<file path="src/rtl/regfile_pkg.sv">
// rtl/regfile_pkg.sv - opcode and FSM state constants shared by the register-file sequencer
// The CLR state only exists when REGFILE_SEQUENCER_CLEAR_EN is defined.
package regfile_pkg;

   localparam logic [1:0] OP_WRITE = 2'b00;
   localparam logic [1:0] OP_READ  = 2'b01;
   localparam logic [1:0] OP_ADD   = 2'b10;
   localparam logic [1:0] OP_CLEAR = 2'b11;

   localparam logic [2:0] ST_IDLE  = 3'd0;
   localparam logic [2:0] ST_READ  = 3'd1;
   localparam logic [2:0] ST_WRITE = 3'd2;
`ifdef REGFILE_SEQUENCER_CLEAR_EN
   localparam logic [2:0] ST_CLR   = 3'd3;
`endif
   localparam logic [2:0] ST_RESP  = 3'd4;

endpackage

</file>
<file path="src/rtl/regfile_sequencer.sv">
// rtl/regfile_sequencer.sv - one-command-at-a-time sequencer for an external 3-read/1-write register file
// Define REGFILE_SEQUENCER_CLEAR_EN to make CLEAR zero every register through the CLR state.
module regfile_sequencer
   import regfile_pkg::*;
#(
   parameter int DATA_W = 16,
   parameter int ADDR_W = 3
) (
   input  logic              clk,
   input  logic              nRESET,
   input  logic              cmd_valid,
   output logic              cmd_ready,
   input  logic [1:0]        cmd_op,
   input  logic [ADDR_W-1:0] cmd_dst,
   input  logic [ADDR_W-1:0] cmd_srcA,
   input  logic [ADDR_W-1:0] cmd_srcB,
   input  logic [DATA_W-1:0] cmd_imm,
   output logic              rsp_valid,
   output logic [DATA_W-1:0] rsp_data,
   output logic              write_enable,
   output logic [ADDR_W-1:0] write_addr,
   output logic [DATA_W-1:0] write_data,
   output logic [ADDR_W-1:0] read_addr_A,
   output logic [ADDR_W-1:0] read_addr_B,
   output logic [ADDR_W-1:0] read_addr_C,
   input  logic [DATA_W-1:0] read_data_A,
   input  logic [DATA_W-1:0] read_data_B,
   input  logic [DATA_W-1:0] read_data_C
);

   logic [2:0]        state;
   logic [2:0]        state_nxt;
   logic [1:0]        op_q;
   logic [ADDR_W-1:0] dst_q;
   logic [ADDR_W-1:0] srca_q;
   logic [ADDR_W-1:0] srcb_q;
   logic [DATA_W-1:0] imm_q;
   logic [DATA_W-1:0] a_q;
   logic [DATA_W-1:0] b_q;

   always_ff @(posedge clk or negedge nRESET) begin
      if (!nRESET) begin
         state  <= ST_IDLE;
         op_q   <= OP_WRITE;
         dst_q  <= '0;
         srca_q <= '0;
         srcb_q <= '0;
         imm_q  <= '0;
         a_q    <= '0;
         b_q    <= '0;
      end else begin
         state <= state_nxt;
         if (state == ST_IDLE && cmd_valid) begin
            op_q   <= cmd_op;
            dst_q  <= cmd_dst;
            srca_q <= cmd_srcA;
            srcb_q <= cmd_srcB;
            imm_q  <= cmd_imm;
         end
         // Sources are sampled before any write-back, so dst may alias a source.
         if (state == ST_READ) begin
            a_q <= read_data_A;
            b_q <= read_data_B;
         end
      end
   end

`ifdef REGFILE_SEQUENCER_CLEAR_EN
   localparam logic [ADDR_W-1:0] ADDR_ONE  = ADDR_W'(1);
   localparam logic [ADDR_W-1:0] ADDR_LAST = '1;

   logic [ADDR_W-1:0] clr_cnt;

   always_ff @(posedge clk or negedge nRESET) begin
      if (!nRESET) begin
         clr_cnt <= '0;
      end else if (state == ST_CLR) begin
         clr_cnt <= clr_cnt + ADDR_ONE;
      end
   end
`endif

   always_comb begin
      state_nxt = state;
      case (state)
         ST_IDLE: begin
            if (cmd_valid) state_nxt = ST_READ;
         end
         ST_READ: begin
            case (op_q)
               OP_WRITE, OP_ADD: state_nxt = ST_WRITE;
`ifdef REGFILE_SEQUENCER_CLEAR_EN
               OP_CLEAR:         state_nxt = ST_CLR;
`else
               OP_CLEAR:         state_nxt = ST_RESP;
`endif
               default:          state_nxt = ST_RESP;
            endcase
         end
         ST_WRITE: state_nxt = ST_RESP;
`ifdef REGFILE_SEQUENCER_CLEAR_EN
         ST_CLR: begin
            if (clr_cnt == ADDR_LAST) state_nxt = ST_RESP;
         end
`endif
         ST_RESP: state_nxt = ST_IDLE;
         default: state_nxt = ST_IDLE;
      endcase
   end

   always_comb begin
      cmd_ready    = (state == ST_IDLE);
      rsp_valid    = 1'b0;
      rsp_data     = '0;
      write_enable = 1'b0;
      write_addr   = '0;
      write_data   = '0;
      read_addr_A  = '0;
      read_addr_B  = '0;
      read_addr_C  = '0;
      case (state)
         ST_READ: begin
            read_addr_A = srca_q;
            read_addr_B = srcb_q;
         end
         ST_WRITE: begin
            write_enable = 1'b1;
            write_addr   = dst_q;
            write_data   = (op_q == OP_ADD) ? a_q + b_q : imm_q;
         end
`ifdef REGFILE_SEQUENCER_CLEAR_EN
         ST_CLR: begin
            write_enable = 1'b1;
            write_addr   = clr_cnt;
         end
`endif
         ST_RESP: begin
            rsp_valid   = 1'b1;
            read_addr_C = dst_q;
            case (op_q)
               OP_WRITE, OP_ADD: rsp_data = read_data_C;
               OP_READ:          rsp_data = a_q;
               default:          rsp_data = '0;
            endcase
         end
         default: ;
      endcase
   end

endmodule

</file>
<file path="config.mk">
export PLATFORM = sky130hd
export DESIGN_NAME = regfile_sequencer
export DESIGN_NICKNAME = d
export VERILOG_FILES = /design/src/rtl/regfile_pkg.sv /design/src/rtl/regfile_sequencer.sv
export SDC_FILE = /design/constraint.sdc
export NUM_CORES = 1
export LEC_CHECK = 0
export BUFFER_PORTS_ARGS = -buffer_cell sky130_fd_sc_hd__buf_2
export CAP_MARGIN = 10
export CORE_UTILIZATION = 56
export CTS_BUF_LIST = sky130_fd_sc_hd__clkbuf_8
export CTS_CLUSTER_DIAMETER = 40
export DETAILED_ROUTE_END_ITERATION = 8
export GPL_TIMING_DRIVEN = 0
export PLACE_DENSITY = 0.88
export SLEW_MARGIN = 20
export SYNTH_ARGS = -nofsm -noshare
export SYNTH_HDL_FRONTEND = slang
export SYNTH_SLANG_ARGS = --single-unit
</file>
<file path="constraint.sdc">
create_clock -name clk -period 3.5 [get_ports clk]
set_input_delay 0.35 -clock clk [delete_from_list [all_inputs] [get_ports clk]]
set_output_delay 0.35 -clock clk [all_outputs]
set_load 0.005 [all_outputs]
</file>
==> results.txt <==
The signal on the critical path passes through ha_1, fa_1, a211oi_2, o21bai_1, o31ai_1, o21ai_1, mux2i_1, nand2_1, buf_2. The cell sitting at the root of the clock tree is a clkbuf_8. The ratio of total power to cell area came out at 1069 nW/µm².

After global routing the overflow that remains totals 0. The clock tree synthesis step divided the H-tree into 3 levels. The met2 global-route usage came out at 0.5058.

The count of mapped cells out of synthesis came out at 359. The biggest fanout along the worst timing path is 4. Sorting the synthesized cells by area gives the leading types as dfrtp_1, mux2_2, ha_1, a21oi_1, nor2_1. The endpoint class of the critical path is a primary output. The total wire length after detailed routing is 9478 µm. The path class of the tightest hold or removal check is in -> async. The number of routed nets with antenna violations came out at 0. On the critical path the largest part of the delay comes from compound AO/OA/AOI/OAI gates.

The antenna cell count is 0. The number of buffers and inverters on the critical path is 1. The placer congestion estimate came out at 0.8686. For this run, the total global-route usage over all layers was measured as 0.2961.

Leaving out fill and tap cells, the most frequent cell in the layout is buf_2. The width of the die came out at 82.54 µm. The length of the first detailed-routing pass in iterations is 4. The largest buffer count on any clock path came out at 2. The average instance area after synthesis is 10.12 µm². From bottom edge to top edge, the die measures 82.54 µm. The final setup violation count came out at 0.

The floorplan step defined a core boundary enclosing 6096 µm². The final-layout setup total negative slack is 0 ns. The worst setup slack for register-to-register paths came out at 1.60 ns. After legalization and detailed placement, the total HPWL measured 6908 µm. Of the post-synthesis cell area, the dominant cell type holds 0.4271. The data arrival at the endpoint of the critical path came out at 2.83 ns.

The post-route clock period utilization came out at 0.9093. The critical path required time is 3.15 ns. The sequential cell fraction of total power is 0.270.

The relative slew slack is 0.4862. The maximum clock rate is 314.2 MHz. The first global-routing pass estimated 14620 µm of wire. The net switching component of the power is 2.034 mW. The remaining routing DRC violations came out at 0. Once layout is complete, the utilization of the core stands at 0.7549.

The sequential cell area fraction in the yosys report came out at 0.4271. The total count of hold-check failures in the final report is 0. The number of synthesized register bits is 62.

Dividing the detail-routed via count by the number of cells gives 5.657. The leakage power total came out at 2.281 nW. The post-cts repair resize count came out at 0. The type of element launching the critical path is a register.

The worst setup path is of the reg -> out kind. The final period demand of the worst path came out at 3.183 ns. The end of the worst register-to-register path is a_q[2].

In this design, the stage delay of the slowest critical-path cell is 0.45 ns. The quantity of I/O buffers inserted on ports is 124. The met1 layer usage reported by global route came out at 0.3484. The number of max-slew violations in the final report came out at 0.

The clock tree skew after final layout came out at 0.01081 ns. Clock-pin slew was measured on the worst setup and hold paths at 0.07 ns. The number of clock buffers inserted by TritonCTS came out at 9. The clock tree from TritonCTS is built. The number of distinct library cells after synthesis came out at 45. Of the total power, the share spent switching nets is 0.4135.

The reg-to-reg critical path startpoint is state[1]. VDD sags by at most 0.5383 mV. The clock insertion delay at the later pin of the skew report is 0.35 ns. Hold repair after CTS inserted 0 buffers. At the end of the flow, the number of nets in the layout was 588. The number of warnings issued by yosys came out at 0. Entering global routing, the biggest net connects 63 pins. Setup repair after global routing left no endpoint under its margin. The initial standard-cell utilization of the core came out at 0.5959. The power share of the combinational group is 0.571.

The share of layout cells above drive strength 1 is 0.4188. The floorplan step defined a die boundary enclosing 6812 µm². The library cells used most frequently in the layout, excluding fill and tap cells, are buf_2, dfrtp_1, mux2_2. Of all cell types, the one taking the most synthesized area is dfrtp_1.

The number of max-cap violations came out at 0. met2 is the most crowded layer. The flow ran to the end, and the final reports show no timing, DRC or antenna violations. The overall power of the completed layout came out at 4.919 mW. The average wire per standard cell is 16.51 µm. The pin slew with the least headroom to its limit came out at 0.7708 ns. In this run, the number of DRC markers left after iteration 0 of detailed routing was 147. The layout overhead on the synthesized area came out at 26.70%. For this run, global-route usage on met3 was measured as 0.05934.

The fraction of power consumed by the clock network came out at 0.159. For this design, the slowest cell found on the critical path is fa_1. The overall via count from detail_route came out at 3247.

After clock tree synthesis, the setup repair step added 0 buffers. Pin placement for this block handled 125 I/O pins. The initial antenna violation count is 0.

The number of global-route vias before repair is 3176. The internal power summed over all cells came out at 2.885 mW. When the netlist entered floorplanning its net count stood at 453.

The row count is 28. The worst-case reg-to-reg path depth came out at 3. The CTS sink count came out at 62.

The netlist area before placement came out at 3632 µm².
state kept, by name (all words and copies together), names as in the netlist:
name,cells
dst_q,3
imm_q,16
srca_q,3
op_q,2
state,3
a_q,16
b_q,16
srcb_q,3
logic make-up (layout without fill, tap and decap cells):
group	count (synthesis)	in the layout	share of synthesized area
buffers and inverters	26	166	0.03376
DFF	62	62	0.4271
xor gates and xnor gates	11	11	0.02653
adders and majority gates	16	16	0.05718
and+or+nand+nor	106	106	0.1368
muxes	56	56	0.1733
AOI/OAI and AO/OA	82	82	0.1454
per-layer routing:
metal,part of all wire,vias up
li1,-,1534
met1,0.41,1554
met2,0.50,133
met3,0.063,26
met4,0.026,0
met5,0,-
power groups by stage:
stage | Sequential, mW | Combinational [mW] | Clock, mW
6_report | 1.33 | 2.81 | 0.782
5_1_grt | 1.37 | 3.10 | 0.819
4_1_cts | 1.33 | 2.78 | 0.780
3_5_place_dp | 1.33 | 2.75 | 0
3_3_place_gp | 1.30 | 2.66 | 0
2_1_floorplan | 1.26 | 2.11 | 0
area by class of cell:
type	count	area [µm²]
clock inverter	2	60.06
timing repair buffer	124	623.1
multi-input combinational	271	1958
tap	75	93.84
inverter	6	22.52
fill	427	1494
clock buffer	14	192.7
sequential	62	1551
buffer	20	100.1
worst max path at each step:
stage | from | to | slack [ns] | cells past startpoint
after global routing | a_q[0] | write_data[8] | 0.14 | 8
after global placement | a_q[0] | write_data[8] | 0.69 | 8
after detailed placement | a_q[0] | write_data[8] | 0.73 | 8
after floorplan | a_q[0] | write_data[8] | 1.03 | 7
after CTS | a_q[0] | write_data[8] | 0.34 | 8
final | a_q[0] | write_data[12] | 0.32 | 9
metrics by stage:
step / setup slack [ns] / hold WS, ns / std cells / cell area (µm²)
floorplan: 1.031 / 0.05441 / 359 / 3632
global placement: 0.6937 / 0.4811 / 558 / 4347
detailed placement: 0.7315 / 0.4760 / 558 / 4349
CTS: 0.3439 / 0.1077 / 574 / 4602
global route: 0.1378 / 0.1424 / 574 / 4602
finish: 0.3175 / 0.05747 / 574 / 4602
cells in the mapped netlist, drive strengths merged:
master	instances
clkbuf	12
or3	1
a311o	1
fa	1
a21o	10
o211ai	2
o21bai	2
and2	7
a211o	3
nand4	3
nor2b	20
nor2	34
o311ai	1
xor2	3
mux2i	1
a31o	1
o21a	2
mux2	55
buf	8
ha	15
nand3	5
o221ai	2
xnor2	8
inv	6
o21ai	16
o22a	1
dfrtp	62
a21oi	32
and3	2
nand2	29
nand2b	1
o31ai	2
nor3	3
a211oi	5
a31oi	2
nor3b	1
No activity file was read; power rests on OpenSTA's default activity.
